$ cat config.mk
export PLATFORM = sky130hd
export DESIGN_NAME = master_port
export DESIGN_NICKNAME = d
export VERILOG_FILES = /design/src/rtl/master_port.sv
export SDC_FILE = /design/constraint.sdc
export NUM_CORES = 1
export LEC_CHECK = 0
export BUFFER_PORTS_ARGS = -buffer_cell sky130_fd_sc_hd__buf_2
export CORE_MARGIN = 5
export CORE_UTILIZATION = 60
export DETAILED_ROUTE_END_ITERATION = 12
export PLACE_DENSITY = 0.83
export SYNTH_ARGS = -nofsm -noshare
export SYNTH_HDL_FRONTEND = slang
export SYNTH_SLANG_ARGS = --single-unit
$ cat constraint.sdc
create_clock -name clk -period 6.67 [get_ports clk]
set_input_delay 1.0005 -clock clk [delete_from_list [all_inputs] [get_ports clk]]
set_output_delay 1.0005 -clock clk [all_outputs]
set_load 0.02 [all_outputs]
$ cat src/rtl/master_port.sv
// rtl/master_port.sv - Serial system-bus initiator: parallel request to serial req/addr/data with split and timeout.
// Outputs are registered from the next-state decode so each serial bit lands exactly one cycle after its transition.
module master_port #(
  parameter int unsigned TIMEOUT = 255
) (
  input  logic        clk,
  input  logic        reset,
  input  logic        d_start,
  input  logic        d_write,
  input  logic [11:0] d_address,
  input  logic [3:0]  d_burst_len,
  input  logic [7:0]  d_wdata,
  output logic        d_busy,
  output logic        d_wready,
  output logic [7:0]  d_rdata,
  output logic        d_rvalid,
  output logic        d_done,
  output logic        d_error,
  output logic        read_enable,
  output logic        write_enable,
  output logic        m_valid,
  output logic        m_ready,
  output logic        tx_address,
  output logic        tx_burst,
  output logic        tx_data,
  input  logic        s_ready,
  input  logic        s_valid,
  input  logic        rx_data,
  input  logic        split_enable
);

  typedef enum logic [2:0] {
    IDLE, REQ, ADDR, WDATA_WAIT, WDATA, RDATA_WAIT, RDATA, SPLIT
  } state_e;

  localparam logic [7:0] TMO_LAST = 8'(TIMEOUT - 1);

  state_e      state_q, state_d;
  logic [3:0]  bit_q, bit_d;
  logic [3:0]  beat_q, beat_d;
  logic [7:0]  tmo_q, tmo_d;
  logic [11:0] addr_q, addr_d;
  logic [3:0]  burst_q, burst_d;
  logic        write_q, write_d;
  logic [7:0]  wdata_q, wdata_d;
  logic [7:0]  rsh_q, rsh_d;

  logic        busy_q, busy_d;
  logic [7:0]  rdata_q, rdata_d;
  logic        rvalid_q, rvalid_d;
  logic        done_q, done_d;
  logic        error_q, error_d;
  logic        ren_q, ren_d;
  logic        wen_q, wen_d;
  logic        mvalid_q, mvalid_d;
  logic        mready_q, mready_d;
  logic        txa_q, txa_d;
  logic        txb_q, txb_d;
  logic        txd_q, txd_d;

  always_ff @(posedge clk or negedge reset) begin
    if (!reset) begin
      state_q  <= IDLE;
      bit_q    <= '0;
      beat_q   <= '0;
      tmo_q    <= '0;
      addr_q   <= '0;
      burst_q  <= '0;
      write_q  <= 1'b0;
      wdata_q  <= '0;
      rsh_q    <= '0;
      busy_q   <= 1'b0;
      rdata_q  <= '0;
      rvalid_q <= 1'b0;
      done_q   <= 1'b0;
      error_q  <= 1'b0;
      ren_q    <= 1'b0;
      wen_q    <= 1'b0;
      mvalid_q <= 1'b0;
      mready_q <= 1'b0;
      txa_q    <= 1'b0;
      txb_q    <= 1'b0;
      txd_q    <= 1'b0;
    end else begin
      state_q  <= state_d;
      bit_q    <= bit_d;
      beat_q   <= beat_d;
      tmo_q    <= tmo_d;
      addr_q   <= addr_d;
      burst_q  <= burst_d;
      write_q  <= write_d;
      wdata_q  <= wdata_d;
      rsh_q    <= rsh_d;
      busy_q   <= busy_d;
      rdata_q  <= rdata_d;
      rvalid_q <= rvalid_d;
      done_q   <= done_d;
      error_q  <= error_d;
      ren_q    <= ren_d;
      wen_q    <= wen_d;
      mvalid_q <= mvalid_d;
      mready_q <= mready_d;
      txa_q    <= txa_d;
      txb_q    <= txb_d;
      txd_q    <= txd_d;
    end
  end

  always_comb begin
    state_d  = state_q;
    bit_d    = bit_q;
    beat_d   = beat_q;
    tmo_d    = tmo_q;
    addr_d   = addr_q;
    burst_d  = burst_q;
    write_d  = write_q;
    wdata_d  = wdata_q;
    rsh_d    = rsh_q;
    rdata_d  = rdata_q;
    rvalid_d = 1'b0;
    done_d   = 1'b0;
    error_d  = 1'b0;

    case (state_q)
      IDLE: begin
        if (d_start) begin
          addr_d  = d_address;
          burst_d = d_burst_len;
          beat_d  = d_burst_len;
          write_d = d_write;
          tmo_d   = '0;
          state_d = REQ;
        end
      end
      REQ: begin
        if (s_ready) begin
          bit_d   = '0;
          state_d = ADDR;
        end else if (tmo_q == TMO_LAST) begin
          state_d = IDLE;
          done_d  = 1'b1;
          error_d = 1'b1;
        end else begin
          tmo_d = tmo_q + 8'd1;
        end
      end
      ADDR: begin
        if (bit_q == 4'd11) begin
          bit_d   = '0;
          tmo_d   = '0;
          state_d = write_q ? WDATA_WAIT : RDATA_WAIT;
        end else begin
          bit_d = bit_q + 4'd1;
        end
      end
      WDATA_WAIT: begin
        if (s_ready) begin
          wdata_d = d_wdata;
          bit_d   = '0;
          state_d = WDATA;
        end else if (tmo_q == TMO_LAST) begin
          state_d = IDLE;
          done_d  = 1'b1;
          error_d = 1'b1;
        end else begin
          tmo_d = tmo_q + 8'd1;
        end
      end
      WDATA: begin
        if (bit_q == 4'd7) begin
          if (beat_q == 4'd0) begin
            state_d = IDLE;
            done_d  = 1'b1;
          end else begin
            beat_d  = beat_q - 4'd1;
            tmo_d   = '0;
            state_d = WDATA_WAIT;
          end
        end else begin
          bit_d = bit_q + 4'd1;
        end
      end
      RDATA_WAIT: begin
        // Split wins over a simultaneous s_valid so the slave can always reclaim the bus.
        if (split_enable) begin
          state_d = SPLIT;
        end else if (s_valid) begin
          rsh_d   = {rx_data, rsh_q[7:1]};
          bit_d   = 4'd1;
          state_d = RDATA;
        end else if (tmo_q == TMO_LAST) begin
          state_d = IDLE;
          done_d  = 1'b1;
          error_d = 1'b1;
        end else begin
          tmo_d = tmo_q + 8'd1;
        end
      end
      RDATA: begin
        if (s_valid) begin
          if (bit_q == 4'd7) begin
            rdata_d  = {rx_data, rsh_q[7:1]};
            rvalid_d = 1'b1;
            if (beat_q == 4'd0) begin
              state_d = IDLE;
              done_d  = 1'b1;
            end else begin
              beat_d  = beat_q - 4'd1;
              tmo_d   = '0;
              state_d = RDATA_WAIT;
            end
          end else begin
            rsh_d = {rx_data, rsh_q[7:1]};
            bit_d = bit_q + 4'd1;
          end
        end
      end
      SPLIT: begin
        if (!split_enable) begin
          tmo_d   = '0;
          state_d = RDATA_WAIT;
        end
      end
      default: state_d = IDLE;
    endcase

    busy_d   = (state_d != IDLE);
    wen_d    = write_d && (state_d inside {REQ, ADDR, WDATA_WAIT, WDATA});
    ren_d    = !write_d && (state_d inside {REQ, ADDR, RDATA_WAIT, RDATA});
    mvalid_d = (state_d inside {REQ, ADDR, WDATA});
    mready_d = (state_d inside {RDATA_WAIT, RDATA});
    txa_d    = (state_d == ADDR) ? addr_d[bit_d] : 1'b0;
    txb_d    = ((state_d == ADDR) && (bit_d < 4'd4)) ? burst_d[bit_d[1:0]] : 1'b0;
    txd_d    = (state_d == WDATA) ? wdata_d[bit_d[2:0]] : 1'b0;
  end

  assign d_busy       = busy_q;
  assign d_wready     = (state_q == WDATA_WAIT);
  assign d_rdata      = rdata_q;
  assign d_rvalid     = rvalid_q;
  assign d_done       = done_q;
  assign d_error      = error_q;
  assign read_enable  = ren_q;
  assign write_enable = wen_q;
  assign m_valid      = mvalid_q;
  assign m_ready      = mready_q;
  assign tx_address   = txa_q;
  assign tx_burst     = txb_q;
  assign tx_data      = txd_q;

endmodule

# == Word level (Yosys, flattened, before mapping) ==
# Cells that the tools add are included.
# op_classes
n_reduce_logical,18
order_cmp,4
n_addsub,3
n_mux,72
eq_ne,25
# op_table
cell,n
8-bit 2-to-1 mux,16
8-bit one-hot mux with 7 select lines,1
4-bit 2-to-1 mux,12
3-bit 2-to-1 mux,13
12-bit 2-to-1 mux,2
3-bit one-hot mux with 8 select lines,1
"3-bit == test, second input constant",7
4-bit one-hot mux with 5 select lines,1
1-bit 2-to-1 mux,18
"2-bit != test, second input constant",9
8-bit one-hot mux with 2 select lines,1
"3-bit by 2-bit == test with 1-bit output, second input constant",4
4-bit one-hot mux with 3 select lines,1
3-bit nonzero test,3
"8-bit by 1-bit adder with 8-bit output, second input constant",1
"8-bit == test, second input constant",1
4-bit nonzero test,2
7-bit AND reduction,1
"3-bit by 1-bit == test with 1-bit output, second input constant",2
3-bit AND reduction,2
"4-bit by 5-bit < comparator with 1-bit output, second input constant",1
5-bit AND reduction,1
"4-bit by 1-bit adder with 4-bit output, second input constant",1
1-bit binary-select mux with 4-bit select,1
other kinds (17),20
# word_totals
reg_bits,71
output_inout_bits,20
elab_cells,143
inputBits,32

# == Depth between registers and ports, before layout ==
# Gate-level depths: netlist of the first run.
# depth
word_depth,8
ltp_mapped,11
mapped_depth_nobuf,9

# == Worst setup path before layout of the first run ==
# OpenSTA, ideal clock, no wires.
# synth_path
path_kind,input to register
startpoint,input s_valid
endpoint,"register txa_q, in the netlist tx_address"
setup_time_ns,0.130
stages,8
setup_slack_ns,3.976
arrival_time_ns,2.564
n_path_buf,1
required_ns,6.540
path_cell_list,and2b_2 -> nor3_2 -> o32ai_4 -> and2_1 -> buf_6 -> mux2_2 -> a211oi_1 -> a31oi_1
# synth_via
elab_chain_len,6
word_cells_on_any_way,12
cone_classes,eq/ne (1); mux (11)
# synth_lines
element,line,source
"start, declared",27,"input logic s_valid,"
4-bit 2-to-1 mux,187,end else if (s_valid) begin
4-bit 2-to-1 mux,185,if (split_enable) begin
4-bit one-hot mux with 5 select lines,124,case (state_q)
1-bit binary-select mux with 4-bit select,232,txa_d = (state_d == ADDR) ? addr_d[bit_d] : 1'b0;
1-bit 2-to-1 mux (implied by the code),232,
1-bit 2-to-1 mux *,232,
named net txa_d,57,"logic txa_q, txa_d;"
"end signal, assigned",103,txa_q <= txa_d;
"end, declared",57,
# Mark *: on every way through the listed nets, which the timed path passes. The rest lies on a longest branch. The select of a mux whose other input is x is not followed.
# A chain may end at the register's enable or synchronous reset.

# == Worst setup path after layout of the first run ==
# layout_path
startpoint,register state_q[0]
endpoint,"register txa_q, in the netlist tx_address"
# layout_via
elab_chain_len,6
word_cells_on_any_way,27
cone_classes,eq/ne (8); mux (17); reduce/logical (2)
# layout_lines
element,line,source
"start, declared",38,"state_e state_q, state_d;"
"start signal, assigned",85,state_q <= state_d;
"3-bit by 2-bit == test with 1-bit output, or another cell as far along",124,
2-bit OR reduction (no source line) or 3-bit 2-to-1 mux (tied branches),-,
4-bit one-hot mux with 5 select lines or 3-bit 2-to-1 mux (tied branches),"124, 185",
1-bit binary-select mux with 4-bit select or 3-bit one-hot mux with 8 select lines (tied branches),"232, 124",
1-bit 2-to-1 mux (implied by the code) or 3-bit by 2-bit == test with 1-bit output (tied branches),232,
1-bit 2-to-1 mux *,232,
named net txa_d,57,
# Marked as above.

==> results.toml, run 1 <==
[synth]
synth_async_sr_flop_share_pct = 100.0
yosys.area.top_type_share_pct = 45.95
ys_ff_latch = 70
yosys_warnings = 0
yosys.cell_types.count = 69
synth_edf_count = 0
synth_cells = 360
avgSynthCellArea_um2 = 10.59
ys.flop_type = "dfrtp_1"
netlist.top_cell.by_area = "dfrtp_1"
yosysSeqAreaShare_pct = 45.95
syn_nets = 396
yosys-top-cells-area = "dfrtp_1 46%, mux2_2 8.6%, nand2_1 4.0%"
syn_area_um2 = 3812

[timing]
rsz0062_at_grt = "false"
finalSetupTns_ps = 0
fin_crit_ps = 3194
clock.fmax_mhz = 313.1
min_period_over_period_pct = 47.88
setup_viol = 0
relSlewSlack_pct = 44.29
fin_skew_ps = 10.35
finalHoldViolCount = 0
tightestPinTransition_ps = 835.7
maxSlewViolCount = 0

[cells_and_area]
post-route-util_pct = 67.31
n_antenna_cell = 0
syn_to_final_growth_pct = 10.83
nNetsFinal = 442
final.fill_count = 508
drive_gt1_share_pct = 30.17

[route]
vias = 3031
antenna_left = 0
wire_per_inst_um = 17.30
drt-vias-per-instance = 6.211
totalWireLength_um = 8444
drtIter0Drc = 325
first_pass_iters = 6
drc = 0

[power_and_ir_drop]
vdd_drop_max_mv = 0.2405
p_leak_uw = 0.001926
power_frac_comb_pct = 48.4
clock_power_share_pct = 15.5
seq_power_share_pct = 36.0
swShare_pct = 43.29
p_sw_uw = 848.7
p_int_uw = 1112
p_per_area_nw_per_um2 = 464.1

[clock_network]
cts-root-buf = "clkbuf_8"
clk_pin_slew_ps = 80
cts_hold_buf = 0
cts_resized = 0
cts_sinks = 70
htree_levels = 3
cts_tree = "done"
cts_buffer_depth = 2
cts_made_buffers = 9
insertion_delay_ps = 360
cts_setup_buffers = 0

[floorplan]
die_x_um = 89.71
fp.coreArea_um2 = 6277
io_pins = 52
die_y_um = 89.71
dieArea_um2 = 8048
std_cell_rows = 29
initial_utilization_pct = 60.73

[job]
cap_violations = 0

[global_route]
grt_start_max_net_pins = 71
antenna_found_initial = 0
grt_pass1_wl_um = 14430
overflow = 0
grt_use_total_pct = 21.53
grt_pass1_vias = 2939

[critical_path]
critPathMaxStageDelay_ps = 890
r2r_slack_ps = 3480
path_buf_inv = 0
worstPathCellList = "nand2b_1, nor3_2, o32ai_4, and2_1, mux2_2, a211oi_1, a31oi_1"
end_kind = "flop"
critPathArrivalTime_ps = 3430
cp.required_ps = 6910
path_class = "flop to flop"
r2r_start = "state_q[0]"
crit_start = "state_q[0]"
cp_max_fo = 28
cp-start-kind = "flop"
crit_slowest_cell = "dfrtp_1"
critPathTopFamily = "simple AND/OR/NAND/NOR gates"

[min_path]
worstHoldPathType = "flop to flop"
min-delay-start = "tmo_q[6]"

[placement]
port_buffers = 51
hpwl_um = 6009
gp_congestion = 0.9607

[outcome]
status = "completed"
cell usage after synthesis, types with 4 or more instances:
master,number
o211ai_1,4
nor2b_1,5
o31ai_1,5
nand2_1,41
nor2_1,18
o21ai_0,29
mux2i_1,6
buf_2,4
mux2_2,29
dfrtp_1,70
nand3_1,11
nor3_1,9
nand2b_1,8
a31oi_1,5
buf_4,5
buf_6,5
ha_1,4
inv_1,14
a21oi_1,8
area by class of cell:
cell class / count / area, um^2 / area share [%]
repair buffers: 53 / 270.3 / 6.396
multi-input cells: 256 / 1871 / 44.27
clock inverters: 6 / 37.54 / 0.8884
inverters: 16 / 61.31 / 1.451
well taps: 77 / 96.34 / 2.280
flip-flops and latches: 70 / 1752 / 41.46
clock buffers: 10 / 137.6 / 3.257
layout by cell type (no fill, tap or decap), drive strengths merged, types with 3 or more instances in the layout:
| cell | instances |
|---|---|
| a211oi | 3 |
| o211ai | 4 |
| o32ai | 4 |
| mux2 | 31 |
| mux2i | 6 |
| nor3 | 12 |
| a21oi | 10 |
| o31ai | 5 |
| or3 | 3 |
| clkinv | 7 |
| ha | 4 |
| o21ai | 29 |
| inv | 15 |
| nand2b | 8 |
| buf | 53 |
| nand3 | 11 |
| dfrtp | 70 |
| nor2 | 18 |
| o22ai | 3 |
| and3b | 3 |
| a22o | 3 |
| clkbuf | 10 |
| a31oi | 6 |
| nand2 | 41 |
| a22oi | 4 |
| nor4b | 3 |
| nor2b | 5 |
| and2 | 4 |
logic make-up after synthesis:
kind of cell               Yosys count  synth area share (%)
buffers and inverters               34                 4.988
and+or+nand+nor                    122                 17.39
adders and majority gates            4                 1.313
AOI/OAI and AO/OA                   92                 19.04
muxes                               38                 11.32
DFF                                 70                 45.95
per-stage QoR:
| step | hold WS [ps] | cell area (um^2) | power (uW) | setup slack, ps | instances |
|---|---|---|---|---|---|
| after detailed placement | 475.7 | 4050 | 1646 | 3496 | 472 |
| after global placement | 468.4 | 4050 | 1607 | 3631 | 472 |
| after global routing | 512.5 | 4225 | 2099 | 3253 | 488 |
| final | 491.6 | 4225 | 1961 | 3476 | 488 |
| after CTS | 490.1 | 4225 | 1952 | 3539 | 488 |
| after floorplan | 439.3 | 3812 | 1467 | 3976 | 360 |
path summary, 6_finish.rpt:
path / endpoint / depth (start not counted)
worst min-delay path: tmo_q[6] / 1
min in group asynchronous: d_rdata[5] / 2
worst max register to register: tx_address / 7
max in group asynchronous: bit_q[2] / 2
worst max-delay path: tx_address / 7
worst min register to register: tmo_q[6] / 1
flip-flops by register name, indices dropped and copies added, names as in the netlist, 3 cells and up:
signal,flops
addr_q,12
tmo_q,8
d_rdata,8
burst_q,4
rsh_q,7
wdata_q,8
beat_q,4
bit_q,4
state_q,3
power groups by stage:
stage | logic, uW | registers [uW] | clock network, uW
finish | 950 | 706 | 305
global route | 1040 | 728 | 326
CTS | 939 | 704 | 309
detailed placement | 934 | 712 | 0
global placement | 907 | 700 | 0
floorplan | 815 | 653 | 0
per-layer routing:
metal	up-vias	track usage, %	share of wire [%]
li1	1407	-	-
met1	1479	30.97	44
met2	125	31.59	46
met3	20	4.758	7.3
met4	0	8.690	2.5
met5	-	0	0
Note: power is estimated with default switching activity, not from simulation.
==> run 2, diff against run 1 <==
- ABC_AREA: unset -> 1
- CORE_UTILIZATION: 60 -> 57
- PLACE_DENSITY: 0.83 -> 0.79
- clock period: 6.67 -> 3.1 ns (I/O delays scaled with it)
==> results.toml, run 2 <==
[timing]
rsz0062_at_grt = "false"
min_period_over_period_pct = 72.02
maxSlewViolCount = 0
finalHoldViolCount = 0
setup_viol = 0
relSlewSlack_pct = 51.50
finalSetupTns_ps = 0
fin_crit_ps = 2233
fin_skew_ps = 5.806
tightestPinTransition_ps = 727.5
setup_ws_ps = 867.2
clock.fmax_mhz = 447.9

[synth]
yosys_warnings = 0
ys.flop_type = "dfrtp_1"
avgSynthCellArea_um2 = 8.151
yosys.cell_types.count = 44
synth_cells = 451
synthTopCellsByCount = "119 x nand2_1, 70 x dfrtp_1, 59 x inv_1, 38 x o21ai_0, 33 x nand3_1"
yosys.area.top_type_share_pct = 47.65
syn_area_um2 = 3676
netlist.top_cell.by_area = "dfrtp_1"
syn_nets = 487
yosysMostFrequentCell = "nand2_1"
yosysSeqAreaShare_pct = 47.65
yosys-top-cells-area = "dfrtp_1 48%, nand2_1 12%, inv_1 6.0%"
synth_edf_count = 0
ys_ff_latch = 70
synth_async_sr_flop_share_pct = 100.0

[cells_and_area]
n_antenna_cell = 0
final.fill_count = 543
regArea_um2 = 1752
syn_to_final_growth_pct = 14.57
multiInputGateArea_um2 = 1617
nNetsFinal = 544
largest_reg_flops = 12
final_cell_mix = "119 x nand2_1, 70 x dfrtp_1, 59 x inv_1, 51 x buf_2, 38 x o21ai_0"
final_area_um2 = 4212
drive_gt1_share_pct = 22.22
largest-register = "addr_q"
layout_commonest_cell = "nand2_1"

[floorplan]
die_x_um = 90.31
fp.coreArea_um2 = 6314
io_pins = 52
die_y_um = 90.31
std_cell_rows = 29
dieArea_um2 = 8155
initial_utilization_pct = 58.22

[clock_network]
cts-root-buf = "clkbuf_8"
htree_levels = 3
cts_sinks = 70
cts_buffer_depth = 2
cts_resized = 0
insertion_delay_ps = 330
cts_tree = "done"
cts_made_buffers = 9
clk_pin_slew_ps = 70

[global_route]
grt_pass1_vias = 3075
grt_use_total_pct = 21.00
grt_start_max_net_pins = 59
antenna_found_initial = 0
overflow = 0
grt_pass1_wl_um = 14210

[job]
cap_violations = 0

[placement]
pre_cts_slack_ps = 895.9
place_area_um2 = 3981
port_buffers = 51
hpwl_um = 5889
gp_congestion = 0.9738

[outcome]
status = "completed"

[min_path]
worstHoldPathType = "input pin to flop"
hold_path_depth = 3

[power_and_ir_drop]
p_leak_uw = 0.002249
vdd_drop_max_mv = 0.7065
p_per_area_nw_per_um2 = 1081

[critical_path]
r2r_slack_ps = 870
end_kind = "flop"
path_class = "flop to flop"
cp-start-kind = "flop"
r2r_cells = 13
cp.required_ps = 3340
critPathArrivalTime_ps = 2470
cp_max_fo = 17

[route]
drt-vias-per-instance = 5.319
wire_per_inst_um = 13.57
first_pass_iters = 5
drtIter0Drc = 213
vias = 3138
antenna_left = 0
totalWireLength_um = 8004
drc = 0
[run 2: cell count changes after synthesis, sizes merged, moves of 9 or more]
| cell | previous run | this run |
|---|---|---|
| inv | 15 | 65 |
| nor2 | 18 | 35 |
| o21ai | 29 | 43 |
| nand2 | 41 | 129 |
| nand3 | 11 | 37 |
| mux2 | 31 | 1 |
| buf | 15 | 6 |
[run 2: power breakdown]
part / total (uW) / switching (uW) / internal [uW]
logic: 2350 / 1570 / 778
registers: 1430 / 197 / 1230
clock network: 780 / 320 / 460
[run 2: cell families (layout without fill, tap and decap cells)]
kind of cell / Yosys count / after routing / synth area share (%)
DFF: 70 / 70 / 47.65
AOI/OAI and AO/OA: 66 / 66 / 10.79
and+or+nand+nor: 230 / 230 / 29.71
xor gates and xnor gates: 3 / 3 / 0.7149
adders and majority gates: 4 / 4 / 1.362
muxes: 5 / 5 / 1.396
buffers and inverters: 73 / 135 / 8.373
[run 2: per-layer routing]
metal	part of all wire (%)	wire, um	GRT usage (%)	vias up
met5	0	0	0	-
met1	46	3720	29.86	1465
met3	6.2	493	6.167	9
met2	46	3713	31.46	97
li1	-	-	-	1567
met4	0.96	77	5.707	0
[run 2: worst max-delay path, cell delays in order (launching register included)]
cell	delay [ps]
dfrtp_1	600
inv_1	170
nand3_1	120
buf_4	230
inv_2	170
or2_2	310
o21ai_0	110
nand3_1	100
nand3_1	90
nand2_1	50
nand2_1	50
nand2_1	50
nand2_1	60
inv_1	30
[run 2: final cells by class]
class	instances	area share, %
Clock buffer	14	4.337
Clock inverter	2	0.8913
Inverter	65	5.853
Multi-Input combinational cell	308	38.38
Sequential cell	70	41.59
Tap cell	77	2.288
Timing Repair Buffer	54	6.655
[run 2: through the flow]
| stage | utilization [%] | cells | hold WS (ps) | total power [uW] |
|---|---|---|---|---|
| final | 66.71 | 590 | 349.3 | 4554 |
| after global routing | 66.71 | 590 | 347.8 | 4986 |
| after CTS | 66.71 | 590 | 337.3 | 4560 |
| after detailed placement | 63.06 | 573 | 365.8 | 3750 |
| after global placement | 63.06 | 573 | 354.2 | 3693 |
| after floorplan | - | 451 | 169.4 | 3285 |
[run 2: timing repair]
item                                   4_1_cts  5_1_grt
buffers inserted                             0        0
endpoints found under the hold margin       12        0
hold buffers                                 1        0
[run 2: path summary, 6_finish.rpt]
path	startpoint	end
worst min register to register	addr_q[2]	addr_q[2]
worst max-delay path	state_q[2]	tx_address
worst max register to register	state_q[2]	tx_address
max in group asynchronous	reset	addr_q[2]
min in group asynchronous	reset	d_rdata[5]
worst min-delay path	d_address[2]	addr_q[2]
